===== src/rtl/cpu_pkg.sv =====
// Shared definitions for the data-memory controller: FSM state encoding and
// the default bus-acknowledge timeout.
package cpu_pkg;

   typedef enum logic [1:0] {
      IDLE  = 2'd0,
      BUSY  = 2'd1,
      DONE  = 2'd2,
      FAULT = 2'd3
   } dmem_state_e;

   localparam int TIMEOUT_DEF = 16;
   localparam int TCNT_W      = 8;

endpackage


===== src/rtl/timeout_ctr.sv =====
// Counts BUSY cycles for the memory controller; expired is asserted during the
// last permitted BUSY cycle so the caller can still accept an ack in that cycle.
module timeout_ctr
   import cpu_pkg::*;
#(
   parameter int LIMIT = TIMEOUT_DEF
) (
   input  logic clk,
   input  logic reset,
   input  logic clear,
   input  logic enable,
   output logic expired
);

   logic [TCNT_W-1:0] cnt_q;
   logic [TCNT_W-1:0] cnt_d;

   assign expired = enable && (cnt_q == TCNT_W'(LIMIT - 1));

   always_comb begin
      cnt_d = cnt_q;
      if (clear) begin
         cnt_d = '0;
      end else if (enable && !expired) begin
         cnt_d = cnt_q + TCNT_W'(1);
      end
   end

   always_ff @(posedge clk or negedge reset) begin
      if (!reset) begin
         cnt_q <= '0;
      end else begin
         cnt_q <= cnt_d;
      end
   end

endmodule


===== src/rtl/dmem_ctrl.sv =====
// Data-memory controller: turns single-cycle core load/store requests into a
// req/ack bus transaction, stalling the core and reporting aborted accesses.
module dmem_ctrl
   import cpu_pkg::*;
#(
   parameter int TIMEOUT = TIMEOUT_DEF,
   parameter int FCNT_W  = 8
) (
   input  logic              clk,
   input  logic              reset,
   input  logic              MemRead,
   input  logic              MemWrite,
   input  logic [31:0]       ALUResult,
   input  logic [31:0]       WriteData,
   output logic [31:0]       ReadData,
   output logic              Stall,
   output logic              MemFault,
   output logic [FCNT_W-1:0] FaultCount,
   output logic              bus_req,
   output logic              bus_we,
   output logic [31:0]       bus_addr,
   output logic [31:0]       bus_wdata,
   input  logic [31:0]       bus_rdata,
   input  logic              bus_ack,
   input  logic              bus_err
);

   function automatic logic [FCNT_W-1:0] sat_inc(input logic [FCNT_W-1:0] v);
      return (&v) ? v : v + FCNT_W'(1);
   endfunction

   dmem_state_e       state_q, state_d;
   logic [31:0]       addr_q, addr_d;
   logic [31:0]       wdata_q, wdata_d;
   logic              we_q, we_d;
   logic              req_q, req_d;
   logic [31:0]       rdata_q, rdata_d;
   logic              fault_q, fault_d;
   logic [FCNT_W-1:0] fcnt_q, fcnt_d;
   logic              ready_q, ready_d;
   logic              ctr_clear;
   logic              ctr_expired;
   logic              access;

   assign access = MemRead | MemWrite;

   timeout_ctr #(
      .LIMIT(TIMEOUT)
   ) u_timeout_ctr (
      .clk    (clk),
      .reset  (reset),
      .clear  (ctr_clear),
      .enable (state_q == BUSY),
      .expired(ctr_expired)
   );

   always_comb begin
      state_d   = state_q;
      addr_d    = addr_q;
      wdata_d   = wdata_q;
      we_d      = we_q;
      req_d     = 1'b0;
      rdata_d   = '0;
      fault_d   = 1'b0;
      fcnt_d    = fcnt_q;
      ready_d   = 1'b1;
      ctr_clear = 1'b0;
      Stall     = 1'b0;
      unique case (state_q)
         IDLE: begin
            Stall = access;
            // ready_q holds off the first request until the second edge after reset.
            if (access && ready_q) begin
               if (ALUResult[1:0] == 2'b00) begin
                  state_d   = BUSY;
                  addr_d    = ALUResult;
                  wdata_d   = WriteData;
                  we_d      = MemWrite;
                  req_d     = 1'b1;
                  ctr_clear = 1'b1;
               end else begin
                  state_d = FAULT;
                  fault_d = 1'b1;
                  fcnt_d  = sat_inc(fcnt_q);
               end
            end
         end
         BUSY: begin
            Stall = 1'b1;
            req_d = 1'b1;
            // An ack arriving in the expiry cycle takes precedence over the timeout.
            if (bus_ack) begin
               req_d = 1'b0;
               if (bus_err) begin
                  state_d = FAULT;
                  fault_d = 1'b1;
                  fcnt_d  = sat_inc(fcnt_q);
               end else begin
                  state_d = DONE;
                  if (!we_q) begin
                     rdata_d = bus_rdata;
                  end
               end
            end else if (ctr_expired) begin
               req_d   = 1'b0;
               state_d = FAULT;
               fault_d = 1'b1;
               fcnt_d  = sat_inc(fcnt_q);
            end
         end
         DONE: begin
            state_d = IDLE;
         end
         FAULT: begin
            state_d = IDLE;
         end
         default: begin
            state_d = IDLE;
         end
      endcase
   end

   always_ff @(posedge clk or negedge reset) begin
      if (!reset) begin
         state_q <= IDLE;
         addr_q  <= '0;
         wdata_q <= '0;
         we_q    <= 1'b0;
         req_q   <= 1'b0;
         rdata_q <= '0;
         fault_q <= 1'b0;
         fcnt_q  <= '0;
         ready_q <= 1'b0;
      end else begin
         state_q <= state_d;
         addr_q  <= addr_d;
         wdata_q <= wdata_d;
         we_q    <= we_d;
         req_q   <= req_d;
         rdata_q <= rdata_d;
         fault_q <= fault_d;
         fcnt_q  <= fcnt_d;
         ready_q <= ready_d;
      end
   end

   assign ReadData   = rdata_q;
   assign MemFault   = fault_q;
   assign FaultCount = fcnt_q;
   assign bus_req    = req_q;
   assign bus_we     = we_q;
   assign bus_addr   = addr_q;
   assign bus_wdata  = wdata_q;

endmodule


===== config.mk =====
export PLATFORM = sky130hd
export DESIGN_NAME = dmem_ctrl
export DESIGN_NICKNAME = d
export VERILOG_FILES = /design/src/rtl/cpu_pkg.sv /design/src/rtl/timeout_ctr.sv /design/src/rtl/dmem_ctrl.sv
export SDC_FILE = /design/constraint.sdc
export NUM_CORES = 1
export LEC_CHECK = 0
export CAP_MARGIN = 0
export CORE_MARGIN = 2
export CORE_UTILIZATION = 30
export DETAILED_ROUTE_END_ITERATION = 10
export GPL_TIMING_DRIVEN = 0
export PLACE_DENSITY = 0.7
export SYNTH_ARGS = -nofsm -noshare
export SYNTH_HDL_FRONTEND = slang
export SYNTH_SLANG_ARGS = --single-unit

===== constraint.sdc =====
create_clock -name clk -period 2.6 [get_ports clk]
set_clock_uncertainty 0.05 [all_clocks]
set_input_delay 0.52 -clock clk [delete_from_list [all_inputs] [get_ports clk]]
set_output_delay 0.52 -clock clk [all_outputs]
set_load 0.005 [all_outputs]

-- Word level (Yosys, flattened, before mapping)
Cells that the tools add are included.
- output and inout bits: 108
- register bits after elaboration: 118
- word-level logic and storage cells: 66
- $add $sub $neg: 2
- equal/unequal tests: 8
- bitwise operators: 1
- muxes and demuxes: 32
- reduce and logical (&&, ||, !) cells: 13
- operators by type and width (cell ; number):
    $mux W32 ; 4
    $mux W8 ; 8
    $add A8 B1 Y8 const B ; 2
    $pmux W8 S2 ; 1
    $mux W1 ; 11
    $eq A8 B4 Y1 const B ; 1
    $mux W2 ; 4
    $reduce_and A8 Y1 ; 1
    $ne A3 B3 Y1 const B ; 2
    $pmux W1 S2 ; 3
    $pmux W2 S3 ; 1
    $reduce_and A5 Y1 ; 1
    $eq A2 B2 Y1 const B ; 2
    $logic_not A2 Y1 ; 2
    $ne A2 B2 Y1 const B ; 2
    $reduce_bool A2 Y1 ; 2
    $logic_and A1 B1 Y1 ; 3
    $reduce_and A3 Y1 ; 1
    $eq A2 B1 Y1 const B ; 1
    $reduce_and A2 Y1 ; 1
    $reduce_or A2 Y1 ; 1
    $logic_not A1 Y1 ; 1
    $or A1 B1 Y1 ; 1

-- Longest topological paths before layout
Gate-level depths: netlist of the first run.
- word-level depth: 6
- depth in mapped cells: 6
- gate-level depth less buffers: 5

-- By module
A second synthesis of the first run with hierarchy kept.
- cell total of the unflattened synthesis: 310
- area, all modules: 4591.9 um^2
- modules (own cells, without submodules) (module ; cells each ; instances ; area each (um^2)):
    dmem_ctrl ; 263 ; 1 ; 4134.0
    timeout_ctr ; 47 ; 1 ; 457.9

-- Worst setup path before layout of the first run
No wires, ideal clock.
- kind: input to register
- from: in MemWrite
- to: reg addr_q[12] (netlist: bus_addr[12])
- buffers on the path: 2
- arrival: 1624 ps
- library setup time: 125 ps
- path slack: 801 ps
- required time: 2425 ps
- cell stages on the path: 6
- path through: o21ai_2 -> nor2_1 -> nor4b_2 -> buf_2 -> buf_4 -> mux2_2
- longest elaborated chain between the ends: 3
- ends and longest elaborated chain (what ; line ; text):
    from (decl) ; dmem_ctrl.sv:12 ; input logic MemWrite,
    $or A1 B1 Y1 ; dmem_ctrl.sv:45 ; assign access = MemRead | MemWrite;
    $logic_and A1 B1 Y1 ; dmem_ctrl.sv:73 ; if (access && ready_q) begin
    $reduce_and A3 Y1 (no source line) ; - ;
    to (signal assigned) ; dmem_ctrl.sv:136 ; addr_q <= addr_d;
    to (decl) ; dmem_ctrl.sv:33 ; logic [31:0] addr_q, addr_d;
No other way between the ends.
A chain may end at the register's enable or synchronous reset.

-- Final worst setup path of the first run
- from: in MemWrite
- to: reg wdata_q[11] (netlist: bus_wdata[11])
- longest elaborated chain between the ends: 3
- ends and longest elaborated chain (what ; line ; text):
    $or A1 B1 Y1 ; dmem_ctrl.sv:45 ;
    $logic_and A1 B1 Y1 ; dmem_ctrl.sv:73 ;
    $reduce_and A3 Y1 (no source line) ; - ;
    to (signal assigned) ; dmem_ctrl.sv:137 ; wdata_q <= wdata_d;
    to (decl) ; dmem_ctrl.sv:34 ; logic [31:0] wdata_q, wdata_d;
No other way between the ends.

==> flow_metrics.tcl, run 1 <==
set metrics [dict create \
    place_area_um2 6860 \
    r2r_end "bus_wdata[11]" \
    hold_viol 0 \
    antenna_cells 0 \
    cts_tree "yes" \
    ioPinCount 210 \
    outcome "complete, no violations" \
    syn_nets 411 \
    clock_path_buffers 2 \
    setup_slack_ns 0.267 \
    via_per_inst 4.53 \
    cp-start-kind "input pin" \
    path_clk_slew_ns 0.05 \
    cts-root-buf "clkbuf_16" \
    timing.final.max_slew_violations 0 \
    fin_crit_sh 0.897 \
    post_drt_wl_per_cell_um 15.4 \
    yosysSeqAreaShare 0.654 \
    fillers 1243 \
    arrival_ns 2.56 \
    grt_pass1_wl_mm 18.1 \
    dr.first_iter.drc_count 79 \
    tightest_slew_ns 0.623 \
    drive_above_1_share 0.209 \
    clock_latency_ns 0.40 \
    io_buffers 209 \
    critPathRequiredTime_ns 2.83 \
    grt_pass1_vias 3502 \
    maxCapViolCount 0 \
    end_kind "flip-flop" \
    drt_first_pass_iters 4 \
    syn_area_per_cell_um2 14.7 \
    rsz0062_at_grt "no" \
    rows 44 \
    reg2reg_from "state_q[0]" \
    ir_drop_uv 371 \
    num_vias 3324 \
    crit_slowest_cell "clkdlybuf4s50_1" \
    critPathMaxFanout 10 \
    die_area_um2 16000 \
    r2r_setup_slack_ns 0.54 \
    layout_commonest_cell "clkdlybuf4s50_1" \
    leakagePower_nw 3.20 \
    post_cts_buffers 0 \
    rr_worst_depth 5 \
    pre_cts_slack_ns -0.183 \
    hp-class "in2async" \
    synth_cell_type_count 40 \
    fmax_mhz 429 \
    syn_area_um2 4510 \
    cts_inserted_buffers 17 \
    cts-hold-fix-buffers 0 \
    fin_area_um2 7490 \
    ant_nets 0 \
    grt_start_max_net_pins 62 \
    synth_seq_cells 118 \
    slew_headroom 0.583 \
    post_cts_resize_count 0 \
    hpwl_mm 8.56 \
    die_h_um 127 \
    wl_mm 11.3 \
    grtUsageTotal 0.145 \
    synth_warnings 0 \
    fin_setup_tns_ns 0 \
    whs_ns 0.0312 \
    finalSetupViolations 0 \
    layout_common_cells "clkdlybuf4s50_1 (208), dfrtp_1 (118), mux2_2 (63), and2_1 (33), clkbuf_16 (17)" \
    p_per_area_nw_per_um2 1050 \
    die_w_um 127 \
    nets 640 \
    cts.htree.levels 4 \
    start_util 0.309 \
    min_period_ns 2.33 \
    core_area_um2 14600 \
    syn_to_final_growth_pct 66.1 \
    gp_congestion 0.790 \
    cts.sinks 118 \
    critPathMaxStageDelay_ns 0.52 \
    antenna_found_initial 0 \
    path_cells "clkdlybuf4s50_1, o21ai_2, nor2_1, nor4b_2, buf_2, buf_4, mux2_2" \
    grt_overflow 0 \
    drc 0 \
    critical_path_class "in2reg" \
    synthCells 307 \
]
## how the worst max path moves through the flow
stage / startpoint / end / slack, ns
final: MemWrite / bus_wdata[11] / 0.27
after global routing: MemWrite / bus_wdata[23] / 0.15
after CTS: MemWrite / bus_wdata[23] / 0.25
after detailed placement: MemWrite / bus_wdata[23] / -0.18
after global placement: reset / ReadData[10] / -3.49
after floorplan: MemWrite / bus_addr[12] / 0.80
## where the power goes
group / internal, mW / total (mW) / switching (mW)
Clock: 1.66 / 2.42 / 0.764
Combinational: 1.71 / 2.52 / 0.806
Sequential: 2.49 / 2.91 / 0.419
Total: 5.86 / 7.85 / 1.99
## critical path, delay by kind of cell
kind	cells	cell delay, ns
AND/OR/NAND/NOR	2	0.41
buffers and inverters	3	1.15
multiplexers	1	0.36
AO/OA/AOI/OAI	1	0.11
## flip-flops by register name, indices dropped and copies added, names as in the netlist
register,flops
u_timeout_ctr.cnt_q,8
bus_wdata,32
ReadData,32
FaultCount,8
bus_req,1
ready_q,1
bus_we,1
MemFault,1
bus_addr,32
state_q,2
## layout make-up
cell class                      instances  area [um2]  area share
Tap cell                              184         230      0.0307
Inverter                                3        11.3     0.00150
Timing Repair Buffer                  210        2120       0.283
Clock inverter                          7         115      0.0154
Buffer                                 12        67.6     0.00902
Clock buffer                           25         515      0.0688
Multi-Input combinational cell        174        1480       0.198
Sequential cell                       118        2950       0.394
## cells by family (layout without fill, tap and decap cells)
group | count (synthesis) | count (layout) | synth area share
flip-flops | 118 | 118 | 0.654
AND/OR/NAND/NOR | 79 | 79 | 0.108
multiplexers | 65 | 65 | 0.163
AO/OA/AOI/OAI | 16 | 16 | 0.0299
buffers and inverters | 15 | 257 | 0.0175
XOR/XNOR | 11 | 11 | 0.0213
adder cells (fa/ha/maj) | 2 | 2 | 0.00554
other | 1 | 1 | 0.000831
## cell usage after synthesis (all sizes together)
cell | n | area (um2)
nor3 | 4 | 20.0
nor4b | 2 | 30.0
and4 | 2 | 17.5
a41oi | 1 | 16.3
xor2 | 2 | 17.5
nor2b | 3 | 18.8
mux2i | 1 | 10.0
nor4 | 1 | 6.26
nand2b | 1 | 6.26
clkbuf | 4 | 15.0
mux2 | 64 | 724
ha | 2 | 25.0
buf | 8 | 52.6
nand2 | 6 | 22.5
dfrtp | 118 | 2950
conb | 1 | 3.75
or4 | 1 | 11.3
and2 | 34 | 214
nand3 | 4 | 25.0
and3b | 1 | 8.76
nand4 | 6 | 37.5
nor2 | 9 | 33.8
a21oi | 4 | 20.0
xnor2 | 9 | 78.8
o21bai | 2 | 18.8
inv | 3 | 11.3
a211oi | 2 | 27.5
or4b | 1 | 10.0
and3 | 2 | 12.5
or3 | 2 | 12.5
o21ai | 6 | 45.1
o31ai | 1 | 7.51
## per-stage QoR
stage,utilization,total power [mW],cells
after floorplan,-,3.84,307
final,0.514,7.85,733
after global placement,0.469,5.40,700
after global routing,0.514,8.30,733
after detailed placement,0.470,5.50,701
after CTS,0.514,7.97,733
## layer usage
metal | wire (um) | global-route usage
met1 | 4370 | 0.164
met2 | 5310 | 0.229
met3 | 1280 | 0.0721
met4 | 309 | 0.0711
met5 | 0 | 0
Power figures use the tool's default switching activity.
==> run 2: changes to the inputs <==
==> constraint.sdc (replaced) <==
create_clock -name clk -period 2.7 [get_ports clk]
set_clock_uncertainty 0.05 [all_clocks]
set_input_delay 0.54 -clock clk [delete_from_list [all_inputs] [get_ports clk]]
set_output_delay 0.54 -clock clk [all_outputs]
set_load 0.005 [all_outputs]
==> results of run 2 <==
Same layout as run 1 (identical final DEF). Status: complete, no violations.
Main changes from that run: setup slack after placement -0.183 ns -> -0.103 ns; setup slack after layout 0.267 ns -> 0.347 ns; hold slack 0.0312 ns -> 0.0512 ns; register-to-register setup slack 0.54 ns -> 0.64 ns; total power 7.85 mW -> 7.56 mW; worst IR drop on VDD 371 uV -> 357 uV
==> run 3: changes to the inputs <==
==> constraint.sdc (replaced) <==
create_clock -name clk -period 3 [get_ports clk]
set_clock_uncertainty 0.05 [all_clocks]
set_input_delay 0.6 -clock clk [delete_from_list [all_inputs] [get_ports clk]]
set_output_delay 0.6 -clock clk [all_outputs]
set_load 0.005 [all_outputs]
==> results of run 3 <==
Same layout as run 1 (identical final DEF). Status: complete, no violations.
Main changes from that run: setup slack after placement -0.183 ns -> 0.137 ns; setup slack after layout 0.267 ns -> 0.536 ns; hold slack 0.0312 ns -> 0.111 ns; end point of the critical path bus_wdata[11] -> Stall; register-to-register setup slack 0.54 ns -> 0.94 ns; total power 7.85 mW -> 6.80 mW; worst IR drop on VDD 371 uV -> 322 uV
